File: src/rtl/stream_checker_sat_counter.sv
// sat_counter: up-counter with synchronous clear that sticks at all-ones.
// Clear has priority over increment.
module sat_counter #(
  parameter int W = 16
) (
  input  logic         clk,
  input  logic         rst,
  input  logic         clr,
  input  logic         inc,
  output logic [W-1:0] count
);

  always_ff @(posedge clk or posedge rst) begin
    if (rst) begin
      count <= '0;
    end else if (clr) begin
      count <= '0;
    end else if (inc && (count != {W{1'b1}})) begin
      count <= count + 1'b1;
    end
  end

endmodule

File: config.mk
export PLATFORM = sky130hd
export DESIGN_NAME = sat_counter
export DESIGN_NICKNAME = d
export VERILOG_FILES = /design/src/rtl/stream_checker_sat_counter.sv
export SDC_FILE = /design/constraint.sdc
export NUM_CORES = 1
export LEC_CHECK = 0
export CAP_MARGIN = 40
export CORE_ASPECT_RATIO = 0.75
export CORE_MARGIN = 2
export CORE_UTILIZATION = 43
export CTS_CLUSTER_SIZE = 12
export DETAILED_ROUTE_END_ITERATION = 12
export HOLD_SLACK_MARGIN = 0.06
export MAX_ROUTING_LAYER = met4
export PLACE_DENSITY = 0.8
export SLEW_MARGIN = 10
export SYNTH_ARGS = -nofsm -noshare
export SYNTH_HDL_FRONTEND = slang
export SYNTH_SLANG_ARGS = --single-unit
File: constraint.sdc
create_clock -name clk -period 1.9 [get_ports clk]
set_input_delay 0.38 -clock clk [delete_from_list [all_inputs] [get_ports clk]]
set_output_delay 0.38 -clock clk [all_outputs]
set_load 0.005 [all_outputs]
# Word-level counts from Yosys, hierarchy flattened
# Cells that the tools add are included.
# totals
regBits,16
in_bits,4
word_cells,7
out_inout_bits,16
# classes
n_addsub,1
n_mux,2
n_eq_ne,1
reduce_logical,2
# op_table
op,count
16-bit 2-to-1 mux,2
"16-bit by 1-bit adder with 16-bit output, second input constant",1
"16-bit inequality test, second input constant",1
2-bit nonzero test,1
1-bit logical AND,1

# Logic depth before layout (Yosys ltp)
# depth
ltp_word,4
mapped_depth,6
depth_no_buf,5

# Worst setup path after synthesis
# Ideal clock, no wire load.
# synth_timing
path_kind,register to register
from,reg count[0]
to,reg count[0]
path_buffers,1
stages_incl_launch_ff,7
setup_time_ps,125
required_ps,1775
arrival_ps,1657
setup_slack_ps,118
period_less_slack_ps,1782
cell_sequence,dfrtp_1 > ha_1 > clkbuf_1 > nand3_1 > nor4_1 > nor2b_1 > mux2_2
# synth_via
elab_chain_len,3
word_cells_on_any_way,6
cone_classes,add/sub: 1; eq/ne: 1; mux: 2; reduce/logical: 2
# synth_lines
item,line,source
from (decl),10,output logic [W-1:0] count
from (signal assigned),19,count <= count + 1'b1;
16-bit by 1-bit adder with 16-bit output or 16-bit inequality test (tied branches),"19, 18",
16-bit 2-to-1 mux or 1-bit logical AND (tied branches),18,end else if (inc && (count != {W{1'b1}})) begin
16-bit 2-to-1 mux or 2-bit nonzero test (tied branches),--,
# Several ways; a longest one is shown, not always the timed one. The select of a mux whose other input is x is not followed.
# A chain may end at the register's enable or synchronous reset.

# Final worst setup path
# layout_timing
from,reg count[5]
to,reg count[13]
# The elaborated chain is that of the path after synthesis.

==> flow_summary.ini <==
[sta]
slew_violations = 0
slew_headroom = 0.577
fmax_mhz = 546
hold_viol_final = 0
setup_viol = 0
setup_slack_ps = 69.5
period_share = 0.963
holdWs_ps = 450
finClkSkew_ps = 9.36
tightest_slew_ps = 633
finalCriticalPeriod_ps = 1830

[routing]
dr.pass1.iters = 4
drt_iter0_drc = 29
antenna_left = 0
viasPerCell = 6.10
drc = 0
via_count = 952
wl_um = 2350
wl_per_cell_um = 15.0

[final_layout]
design.final.nets = 138
final_cell_mix = clkdlybuf4s50_1 (19), dfrtp_1 (13), a21oi_1 (12), buf_4 (12), nand3_1 (7)
num_antenna_cells = 0
drive_gt1_frac = 0.197
largest_reg_flops = 16
finalInstanceArea_mm2 = 0.00126
regMostFlops = count
area_growth_pct = 35.2
regArea_um2 = 404
final_common_cell = clkdlybuf4s50_1
multi_input_area_um2 = 498
fillers = 177
top_regs = count x16

[die]
row_count = 14
core_area_mm2 = 0.00203
die-area_mm2 = 0.00256
die_h_um = 44.3
die_x_um = 57.8
num_io_pins = 20
start_util = 0.459

[synth]
ys_ff_latch = 16
synthCells = 101
syn_nets = 106
yosys.area.top_type_share = 0.430
yosysUniqueCellTypes = 29
yosys.area.top_type = dfrtp_1
synth_area_um2 = 932
netlist_top_cells_area = dfrtp_1 (43%), a21oi_1 (6.4%), or4_1 (4.8%)
synth_sequential_area_ratio = 0.430
avgSynthCellArea_um2 = 9.23
synth_warnings = 0

[flow_run]
maxCapViolCount = 0

[clock_network]
cts_max_path_buffers = 2
root_buffer = clkbuf_4
clk_latency_ps = 300
cts_sinks = 16
cts_tree = done
clk_pin_slew_ps = 100
cts_inserted_buffers = 3
cts-htree-levels = 1

[worst_setup_path]
critPathKind = reg -> reg
end_kind = flip-flop
worstSetupStartpointType = flip-flop
cp_max_fo = 5
worst_ep_required_time_ps = 2130
cp.arrival_ps = 2060

[global_routing]
grt_max_degree = 17
grt_overflow = 0
grt_pass1_wl_um = 3680
grt.total_usage = 0.194
grt_pass1_vias = 857
antenna_found_initial = 0

[power]
leakagePower_nw = 0.463
total_power_mw = 0.637
power.density_mw_per_mm2 = 506
peakVddDrop_mv = 0.448

[placement]
portBuffers = 19
routabilityCongestion = 0.827
pre_cts_slack_ps = -165
placed_area_mm2 = 0.00120
dp_hpwl_um = 1700

[status]
status = finished, final reports clean

[min_path]
hold_class = in -> async
[worst paths after layout]
| path | startpoint | endpoint | slack [ps] | cells after the start |
|---|---|---|---|---|
| max in group asynchronous | rst | count[4]$_DFFE_PP0P_ | 1000 | 2 |
| hold / removal | rst | count[7]$_DFFE_PP0P_ | 450 | 2 |
| setup / recovery | count[5]$_DFFE_PP0P_ | count[13]$_DFFE_PP0P_ | 70 | 4 |
| hold reg to reg | count[14]$_DFFE_PP0P_ | count[14]$_DFFE_PP0P_ | 570 | 2 |
| min in group clk | count[14]$_DFFE_PP0P_ | count[14]$_DFFE_PP0P_ | 570 | 2 |
| setup reg to reg | count[5]$_DFFE_PP0P_ | count[13]$_DFFE_PP0P_ | 70 | 4 |
[per-layer routing]
metal	wire, µm	global-route usage
met5	0	-
met4	14	0.0512
met3	151	0.0526
met2	1080	0.307
met1	1100	0.249
[cell families after synthesis]
logic type	after synthesis	synth area share
adders and majority gates	1	0.0134
DFF	16	0.430
AOI/OAI and AO/OA	25	0.157
and+or+nand+nor	49	0.326
muxes	3	0.0349
buffers and inverters	7	0.0389
[per-stage QoR]
stage,util,std cells,TNS (ps)
CTS,0.610,154,0
global placement,0.592,150,-432
global route,0.620,156,-6.20
detailed placement,0.592,150,-683
floorplan,-,101,0
finish,0.620,156,0
[critical path, stage by stage (launching register included)]
cell     delay [ps]
dfrtp_1         430
nand4_1         210
or4_4           560
or4_1           420
a21oi_1         150
[timing repair]
action,CTS,global route
setup endpoints to repair,0,2
buffers inserted,0,2
hold buffers,0,0
resized for setup,0,4
endpoints found under the hold margin,0,0
[cell type report]
type	instances	area share
repair buffers	31	0.222
inverters	3	0.00894
multi-input cells	78	0.395
well taps	24	0.0238
flip-flops and latches	16	0.321
clock buffers	4	0.0288
[synth_stat cells (all sizes together)]
master       number
o41ai             2
buf               1
nor2b             3
inv               3
nand2b            2
dfrtp            16
dlygate4sd1       1
o21ai             5
clkbuf            2
ha                1
nor3              4
or3               7
nand4             5
nand3             7
nor2              3
a21oi            12
or4               8
nor4              3
mux2i             1
nand2             6
o31ai             5
and4              1
mux2              2
a31oi             1
[report_power, final]
part           switching [mW]  internal [mW]
Clock                   0.119          0.117
Combinational          0.0254         0.0259
Sequential            0.00644          0.344
Total                   0.150          0.487
(Power assumes the default switching activity.)
